**src/rtl/enc_pkg.sv**
```systemverilog
// Shared widths and event payload for the encoder capture path and the packetiser.
package enc_pkg;

  localparam int unsigned TS_W   = 64;
  localparam int unsigned EVT_W  = TS_W + 1;
  localparam int unsigned DROP_W = 32;

  // One timestamped transition: counter value and the level after the edge.
  typedef struct packed {
    logic [TS_W-1:0] ts;
    logic            state;
  } enc_evt_t;

endpackage

```
**src/rtl/enc_evt_fifo.sv**
```systemverilog
// Generic synchronous first-word-fall-through FIFO with wrap-bit pointers.
module enc_evt_fifo #(
  parameter int unsigned WIDTH = 65,
  parameter int unsigned DEPTH = 16
) (
  input  logic                    clk,
  input  logic                    aresetn,
  input  logic                    push,
  input  logic [WIDTH-1:0]        din,
  output logic                    full,
  input  logic                    pop,
  output logic [WIDTH-1:0]        dout,
  output logic                    empty,
  output logic [$clog2(DEPTH):0]  level
);

  localparam int unsigned AW = $clog2(DEPTH);

  logic [WIDTH-1:0] mem [DEPTH];
  logic [AW:0]      wr_ptr;
  logic [AW:0]      rd_ptr;
  logic             do_push;
  logic             do_pop;

  assign empty   = (wr_ptr == rd_ptr);
  assign full    = (wr_ptr[AW] != rd_ptr[AW]) && (wr_ptr[AW-1:0] == rd_ptr[AW-1:0]);
  assign level   = wr_ptr - rd_ptr;
  assign do_pop  = pop & ~empty;
  // A pop frees the slot in the same cycle, so a full FIFO still takes a push then.
  assign do_push = push & (~full | do_pop);
  assign dout    = empty ? '0 : mem[rd_ptr[AW-1:0]];

  // Pointer update; reset discards all queued entries.
  always_ff @(posedge clk or negedge aresetn) begin
    if (!aresetn) begin
      wr_ptr <= '0;
      rd_ptr <= '0;
    end else begin
      if (do_push) wr_ptr <= wr_ptr + (AW+1)'(1);
      if (do_pop)  rd_ptr <= rd_ptr + (AW+1)'(1);
    end
  end

  // Storage write; contents are only visible through dout while non-empty.
  always_ff @(posedge clk) begin
    if (do_push) mem[wr_ptr[AW-1:0]] <= din;
  end

endmodule

```
**src/rtl/enc_edge_capture.sv**
```systemverilog
// Timestamps filtered encoder-line transitions and queues them as AXI4-Stream events.
module enc_edge_capture
  import enc_pkg::*;
#(
  parameter int unsigned SYNC_STAGES = 2,
  parameter int unsigned FILT_LEN    = 4,
  parameter int unsigned FIFO_DEPTH  = 16
) (
  input  logic                           clk,
  input  logic                           aresetn,
  input  logic                           enc_in,
  input  logic                           enable,
  input  logic                           clr_ovf,
  output logic [TS_W-1:0]                m_axis_tdata,
  output logic                           m_axis_tuser,
  output logic                           m_axis_tvalid,
  input  logic                           m_axis_tready,
  output logic                           m_axis_tlast,
  output logic                           ovf_sticky,
  output logic [DROP_W-1:0]              drop_cnt,
  output logic [$clog2(FIFO_DEPTH):0]    fifo_level
);

  localparam int unsigned FCNT_W = (FILT_LEN > 1) ? $clog2(FILT_LEN) : 1;
  localparam logic [FCNT_W-1:0] FCNT_LAST = FCNT_W'(FILT_LEN - 1);

  logic [TS_W-1:0]        ts_cnt;
  logic [SYNC_STAGES-1:0] sync_q;
  logic                   syn;
  logic                   filt;
  logic [FCNT_W-1:0]      fcnt;
  logic                   fire_c;
  logic                   evt_vld;
  enc_evt_t               evt_q;
  enc_evt_t               fifo_dout;
  logic                   fifo_full;
  logic                   fifo_empty;
  logic                   pop;
  logic                   push;
  logic                   drop;

  assign syn    = sync_q[SYNC_STAGES-1];
  assign fire_c = (syn != filt) && (fcnt == FCNT_LAST);

  // Free-running timestamp counter, wraps silently.
  always_ff @(posedge clk or negedge aresetn) begin
    if (!aresetn) ts_cnt <= '0;
    else          ts_cnt <= ts_cnt + TS_W'(1);
  end

  // Metastability synchroniser for the asynchronous encoder line.
  always_ff @(posedge clk or negedge aresetn) begin
    if (!aresetn) sync_q <= '0;
    else          sync_q <= {sync_q[SYNC_STAGES-2:0], enc_in};
  end

  // Debounce: accept a new level after FILT_LEN consecutive differing cycles.
  always_ff @(posedge clk or negedge aresetn) begin
    if (!aresetn) begin
      filt <= 1'b0;
      fcnt <= '0;
    end else if (syn == filt) begin
      fcnt <= '0;
    end else if (fcnt == FCNT_LAST) begin
      filt <= syn;
      fcnt <= '0;
    end else begin
      fcnt <= fcnt + FCNT_W'(1);
    end
  end

  // Capture the event with the counter value of the accepting cycle.
  always_ff @(posedge clk or negedge aresetn) begin
    if (!aresetn) begin
      evt_vld <= 1'b0;
      evt_q   <= '0;
    end else begin
      evt_vld <= fire_c;
      if (fire_c) evt_q <= '{ts: ts_cnt, state: syn};
    end
  end

  assign pop  = m_axis_tvalid & m_axis_tready;
  assign push = evt_vld & enable;
  assign drop = push & fifo_full & ~pop;

  // Overflow statistics; a clear in the same cycle as a drop still counts that drop.
  always_ff @(posedge clk or negedge aresetn) begin
    if (!aresetn) begin
      ovf_sticky <= 1'b0;
      drop_cnt   <= '0;
    end else if (clr_ovf) begin
      ovf_sticky <= drop;
      drop_cnt   <= DROP_W'(drop);
    end else if (drop) begin
      ovf_sticky <= 1'b1;
      if (drop_cnt != '1) drop_cnt <= drop_cnt + DROP_W'(1);
    end
  end

  enc_evt_fifo #(
    .WIDTH (EVT_W),
    .DEPTH (FIFO_DEPTH)
  ) u_fifo (
    .clk     (clk),
    .aresetn (aresetn),
    .push    (push),
    .din     (evt_q),
    .full    (fifo_full),
    .pop     (pop),
    .dout    (fifo_dout),
    .empty   (fifo_empty),
    .level   (fifo_level)
  );

  assign m_axis_tvalid = ~fifo_empty;
  assign m_axis_tdata  = fifo_dout.ts;
  assign m_axis_tuser  = fifo_dout.state;
  assign m_axis_tlast  = 1'b1;

endmodule

```
**config.mk**
```make
export PLATFORM = sky130hd
export DESIGN_NAME = enc_edge_capture
export DESIGN_NICKNAME = d
export VERILOG_FILES = /design/src/rtl/enc_pkg.sv /design/src/rtl/enc_evt_fifo.sv /design/src/rtl/enc_edge_capture.sv
export SDC_FILE = /design/constraint.sdc
export NUM_CORES = 1
export LEC_CHECK = 0
export CORE_MARGIN = 2
export CORE_UTILIZATION = 30
export DETAILED_ROUTE_END_ITERATION = 16
export PLACE_DENSITY = 0.57
export SYNTH_ARGS = -nofsm -noshare
export SYNTH_HDL_FRONTEND = slang
export SYNTH_SLANG_ARGS = --single-unit
export TNS_END_PERCENT = 100
```
**constraint.sdc**
```tcl
create_clock -name clk -period 8.3 [get_ports clk]
set_input_delay 1.245 -clock clk [delete_from_list [all_inputs] [get_ports clk]]
set_output_delay 1.245 -clock clk [all_outputs]
set_load 0.01 [all_outputs]
```
==> impl_results.md, run 1 <==
* Die Span Y at between 400 and 500 µm
* DR DRC count at 0
* Wire per inst at ~24 µm
* Hold Path Origin: sync_q[0]
* Routed WL at around 110 mm
* Total track usage at between 10% and 20%
* Final #Nets at 2418
* Total gr overflow at 0
* Sequential area share after synthesis at between 70% and 80%
* R2R setup slack at 3770 ps
* R2R depth at 8
* WP data arrival at approximately 4700 ps
* EDFF count, synth at roughly 1000
* DR vias/cell at around 4.9
* Area share of the largest cell type after synthesis at around 66%
* Setup TNS at 0 ps
* Max Slew Vio Count at 0
* Crit-path cells: buf_4 -> buf_4 -> mux4_2 -> mux4_2 -> and2_1 -> clkdlybuf4s50_1
* Clk sinks at 1217
* I/O Pins at 111
* Worst r2r dst: u_fifo.mem[2][48]
* Tcrit/Tclk final at ~72%
* Final HPWL DP at 57.26 mm
* I/O Buffers at 109
* Vias at between 20000 and 25000
* CTS tree: yes
* Area grow syn2layout at 16.42%
* CP max-delay cell: buf_4
* Initial antenna violation count at 1
* Post-route minimum period at between 5000 and 6000 ps
* Root Driver: clkbuf_16
* Number of hold buffers added after CTS at 0
* Worst Hold Class: reg2reg
* Critical-path maximum fanout at 46
* Worst vdd ir at roughly 0.00022 V
* Synthesis warning total at 0
* Inserted Clock Buffers at 120
* Mapped Avg Cell Area at around 21 µm²
* Syn Nets at about 2200
* CP bufs+invs at 3
* Synth Instances at about 2200
* Antenna Violating Nets Remaining at 0
* Leak pwr at 18.80 nW
* Worst hold slack at 370.7 ps
* Core area at 156400 µm²
* Worst slew margin at 19.69%
* Most frequent cell after synthesis: edfxtp_1
* RSZ-0062 raised after global routing: no
* Post-CTS Repair Setup Buffers at 0
* Worst-Skew Late Latency at 750 ps
* Final Skew at about 42 ps
* PostCTS Resize Cnt at 0
* Worst setup SP type: flip-flop
* Main synth FF type: edfxtp_1
* Mapped Area at 47300 µm²
* ANT cells at 0
* Outcome: complete, no violations
* # Max-Cap Violations at 0
* FF+latch count, synth at 1217
* Clk buf depth at 3
* DR pass1 iterations at 5
* Endpoint, Worst Hold: sync_q[1]
* Worst Tran Pin Value at 1205 ps
* Yosys top cell by area: edfxtp_1
* Largest net degree at the start of global routing at 140
* Reg2reg start: u_fifo.rd_ptr[1]
* Horiz. Die Dim at 401.1 µm
* Initial cell density of the core at 30.24%
* Critical Path RT at 7050 ps
* Synth area leaders: edfxtp_1, mux4_2, dfrtp_1, mux2_2, xnor2_1
* Final Hold Viols at 0
* Die area at 160900 µm²
* CP endpoint kind: output port
* Asr flop ratio synth at 14.54%
* Crit path kind: reg2out
* Commonest cells in the netlist: edfxtp_1, mux4_2, dfrtp_1
* Final RePlAce weighted congestion at 0.7601
* Final Power at 0.01680 W
* Final setup violation count at 0
* Largest stage delay, worst path at 860 ps
* Delay-heaviest family, CP: buffers and inverters
* Yosys cell types at between 40 and 50
* Share of layout cells above drive strength 1 at about a quarter
* Hold path depth at 0
* Max Freq at 167.1 MHz
* Vias in the first global route at 23980
* Fillcell total at about 14000
* Row Count at 145
* Cell area power density at around 300 nW/µm²
* H-tree depth at 3
* CTS clk-pin slew, worst paths at 60 ps
* Drt initial violations at 1795
* Global-route wire length before repair at 164.5 mm
==> logic make-up (layout without fill, tap and decap cells) <==
kind of cell             count (synthesis)  after routing  share of synthesized area [%]
XOR/XNOR                                95             95                          1.775
multiplexers                           396            396                          17.14
AND/OR/NAND/NOR                        338            338                          3.902
buffers and inverters                  123            404                         0.9947
adder cells (fa/ha/maj)                 13             13                         0.3598
flip-flops                            1217           1217                          75.39
other                                    1              1                       0.007928
AO/OA/AOI/OAI                           38             38                         0.4285
==> per-layer routing <==
| metal | wire length [µm] | track usage, % | up-vias |
|---|---|---|---|
| met2 | 54930 | 22.92 | 585 |
| li1 | - | - | 9460 |
| met4 | 2050 | 3.443 | 2 |
| met5 | 12 | 0 | - |
| met3 | 6102 | 2.565 | 149 |
| met1 | 48270 | 18.71 | 12300 |
==> cell usage in the layout, fill, tap and decap left out, drive strengths merged, types with 8 or more instances in the layout <==
| master | count |
|---|---|
| edfxtp | 1040 |
| mux4 | 325 |
| dfrtp | 177 |
| clkbuf | 170 |
| clkdlybuf4s50 | 108 |
| and2 | 71 |
| nand2 | 63 |
| mux2 | 61 |
| xnor2 | 55 |
| buf | 54 |
| nor2 | 44 |
| nand4 | 41 |
| clkinv | 41 |
| xor2 | 40 |
| nor3 | 29 |
| o21ai | 28 |
| nand3 | 26 |
| inv | 21 |
| and4 | 16 |
| ha | 12 |
| and3 | 10 |
| nor2b | 10 |
| mux2i | 10 |
| nor4 | 10 |
| bufinv | 8 |
==> flip-flops by register name, indices dropped and copies added, names as in the netlist <==
| name | count |
|---|---|
| ts_cnt | 64 |
| sync_q | 2 |
| u_fifo.wr_ptr | 5 |
| evt_q | 64 |
| drop_cnt | 32 |
| u_fifo.mem | 1040 |
| evt_vld | 1 |
| fcnt | 2 |
| ovf_sticky | 1 |
| u_fifo.rd_ptr | 5 |
| filt | 1 |
==> worst reg2reg max path: cells and delay by family (launching register included) <==
family	cells	cell delay [ps]
AND/OR/NAND/NOR	3	740
AO/OA/AOI/OAI	1	390
flip-flops	1	940
adder cells (fa/ha/maj)	1	390
buffers and inverters	3	1650
==> worst max path at each step <==
stage,endpoint,startpoint,cells after the start
after floorplan,u_fifo.mem[3][0],u_fifo.rd_ptr[3],9
after global placement,m_axis_tdata[62],u_fifo.rd_ptr[0],6
after detailed placement,m_axis_tdata[62],u_fifo.rd_ptr[0],6
after CTS,m_axis_tdata[62],u_fifo.rd_ptr[0],6
after global routing,m_axis_tdata[62],u_fifo.rd_ptr[0],6
final,m_axis_tdata[62],u_fifo.rd_ptr[0],6
==> through the flow <==
step,util (%),setup slack (ps),instances,cell area (µm²)
global route,35.21,1924,4560,55060
detailed placement,32.69,2973,4335,51120
floorplan,-,812.0,2221,47300
CTS,35.21,2117,4560,55060
finish,35.21,2317,4560,55060
global placement,32.69,3030,4335,51120
==> final cells by class <==
cell class	instances	area [µm²]	share of cell area, %
inverter	16	62.56	0.1136
tap	2058	2575	4.676
clock buffer	169	3318	6.026
multi-input combinational	881	11300	20.52
timing repair buffer	163	1513	2.747
clock inverter	56	625.6	1.136
sequential	1217	35670	64.78
==> power by group <==
group / internal [W] / switching [W] / leakage (nW)
Sequential: 0.00671 / 0.000217 / 12.6
Combinational: 0.00239 / 0.00209 / 4.30
Clock: 0.00305 / 0.00234 / 1.91
Note: power is estimated with default switching activity, not from simulation.
==> run 2, diff against run 1 <==
PLACE_DENSITY = 0.58   (was 0.57)
clock period = 4.9 ns   (was 8.3 ns; I/O delays follow)
==> run 2 against run 1 <==
Effect of this change: worst hold slack lost 8.0 ps; setup slack got worse by 2000 ps; routed wire length is 1.5% lower; critical endpoint is now m_axis_tdata[32].
==> impl_results.md, run 2 (synthesized netlist as in run 1, its figures left out) <==
* Final Skew at 81.72 ps
* DR top layer: met5
* Wl on met1 at 47.31 mm
* Worst hold slack at 362.7 ps
* Placed Cells at 4338
* Most common cell after layout, fill and taps aside: edfxtp_1
* Max Freq at ~220 MHz
* Worst vdd ir at between 0.0003 and 0.0004 V
* Max Slew Vio Count at 0
* Wire per inst at 24.02 µm
* Area grow syn2layout at 17.56%
* Hold Path Origin: sync_q[0]
* Final Instance Count excl. Fillers at 4568
* Delay-heaviest family, CP: multiplexers
* Reg2reg start: u_fifo.rd_ptr[0]
* Worst Hold Class: reg2reg
* RSZ-0062 raised after global routing: no
* DR pass1 iterations at 5
* Clk buf depth at 3
* Seq pwr share at about two fifths
* Worst slew margin at 32.16%
* Tcrit/Tclk final at 93.88%
* CP endpoint kind: output port
* CTS clk-pin slew, worst paths at roughly 60 ps
* DR DRC count at 0
* Largest stage delay, worst path at 800 ps
* Crit-path cells: buf_12 -> mux4_2 -> mux4_2 -> and2_1 -> clkdlybuf4s50_1
* Worst-Skew Late Latency at 760 ps
* WL met2 at about 54 mm
* # Max-Cap Violations at 0
* Leak pwr at 18.97 nW
* Net Switching at 0.007772 W
* Final RePlAce weighted congestion at 0.7528
* Vias in the first global route at 23980
* R2R depth at 6
* Root Driver: clkbuf_16
* Crit path kind: reg2out
* Vias at ~23000
* Antenna Violating Nets Remaining at 0
* Endpoint, Worst Hold: sync_q[1]
* Critical-path maximum fanout at 57
* I/O Pins at 111
* Clock share of power at 32.3%
* Core area at between 150000 and 200000 µm²
* Most used cell, CP: mux4_2
* I/O Buffers at 109
* Initial antenna violation count at 4
* WP data arrival at between 3000 and 4000 ps
* Cell-internal power at 0.02095 W
* Final #Nets at 2423
* Worst setup SP type: flip-flop
* Total track usage at 13.55%
* Final Hold Viols at 0
* Final HPWL DP at 54.72 mm
* Global-route wire length before repair at 161.7 mm
* Largest register FFs at between 1000 and 1500
* Setup TNS at 0 ps
* Routed WL at 109.7 mm
* H-tree depth at 3
* CP max-delay cell: dfrtp_4
* CP bufs+invs at 2
* Outcome: complete, no violations
* Worst r2r dst: u_fifo.mem[15][48]
* Switching share of total power at 27.06%
* Hold path depth at 0
* Initial cell density of the core at 30.24%
* Horiz. Die Dim at 401.1 µm
* Util after Layout at 35.56%
* Post-CTS Repair Setup Buffers at 0
* Worst Tran Pin Value at 1015 ps
* Die area at 160900 µm²
* Final setup violation count at 0
* CTS tree: yes
* R2R setup slack at ~1200 ps
* Inserted Clock Buffers at 121
* Largest net degree at the start of global routing at roughly 120
* Row Count at between 100 and 150
* Total gr overflow at 0
* Cell area power density at 516.5 nW/µm²
* DR vias/cell at 4.953
* Most frequent cells in the layout: edfxtp_1, mux4_2, dfrtp_1, clkbuf_16, clkdlybuf4s50_1
* Share of layout cells above drive strength 1 at 25.75%
* Wire length on met3 at 6.201 mm
* Drt initial violations at 1823
* Critical Path RT at ~4200 ps
* Comb pwr share at 27.0%
* Die Span Y at 401.1 µm
* Clk sinks at 1217
* Post-route minimum period at 4600 ps
run 2: area by class of cell:
type,instances,area (µm²)
timing repair buffer,167,1946
tap,2058,2575
multi-input combinational,881,11320
clock inverter,67,724.4
sequential,1217,35670
fill,14280,100800
inverter,16,62.56
clock buffer,161,3299
antenna,1,2.502
run 2: stage by stage:
step	total power [W]	worst slack [ps]	area [µm²]
floorplan	0.01659	-860.0	47340
global placement	0.01981	1031	51570
detailed placement	0.01989	1003	51570
CTS	0.02922	179.2	55600
global route	0.02995	99.41	55600
finish	0.02872	299.8	55600
run 2: how the worst max path moves through the flow:
stage,from,end,depth (start not counted)
final,u_fifo.rd_ptr[0],m_axis_tdata[32],5
after global placement,u_fifo.rd_ptr[2],m_axis_tdata[62],5
after CTS,u_fifo.rd_ptr[0],m_axis_tdata[30],5
after detailed placement,u_fifo.rd_ptr[0],m_axis_tdata[30],5
after floorplan,u_fifo.rd_ptr[3],u_fifo.mem[7][0],9
after global routing,u_fifo.rd_ptr[0],m_axis_tdata[32],5
run 2: what timing repair did:
item	CTS	global route
hold buffers	1	0
endpoints found under the hold margin	43	0
gates resized for setup	0	0
run 2: layer usage:
metal  up-vias  GRT usage [%]
met5         -              0
met4         2          3.767
met3       171          2.637
met2       683          22.34
met1     12310          18.29
li1       9465              -
run 2: worst reg2reg max path, cell delays in order (launching register included):
cell and delay [ps]:
dfrtp_4 800, ha_1 390, nand4_1 240, o311a_1 400, nand2_1 380, nor2_4 880
buf_12 310
run 2: power by group through the flow:
stage / Clock [W] / Combinational [W] / Sequential, W
final: 0.00928 / 0.00777 / 0.0117
after floorplan: 0 / 0.00491 / 0.0117
after global placement: 0 / 0.00793 / 0.0119
after CTS: 0.00951 / 0.00803 / 0.0117
after detailed placement: 0 / 0.00799 / 0.0119
after global routing: 0.00991 / 0.00833 / 0.0117
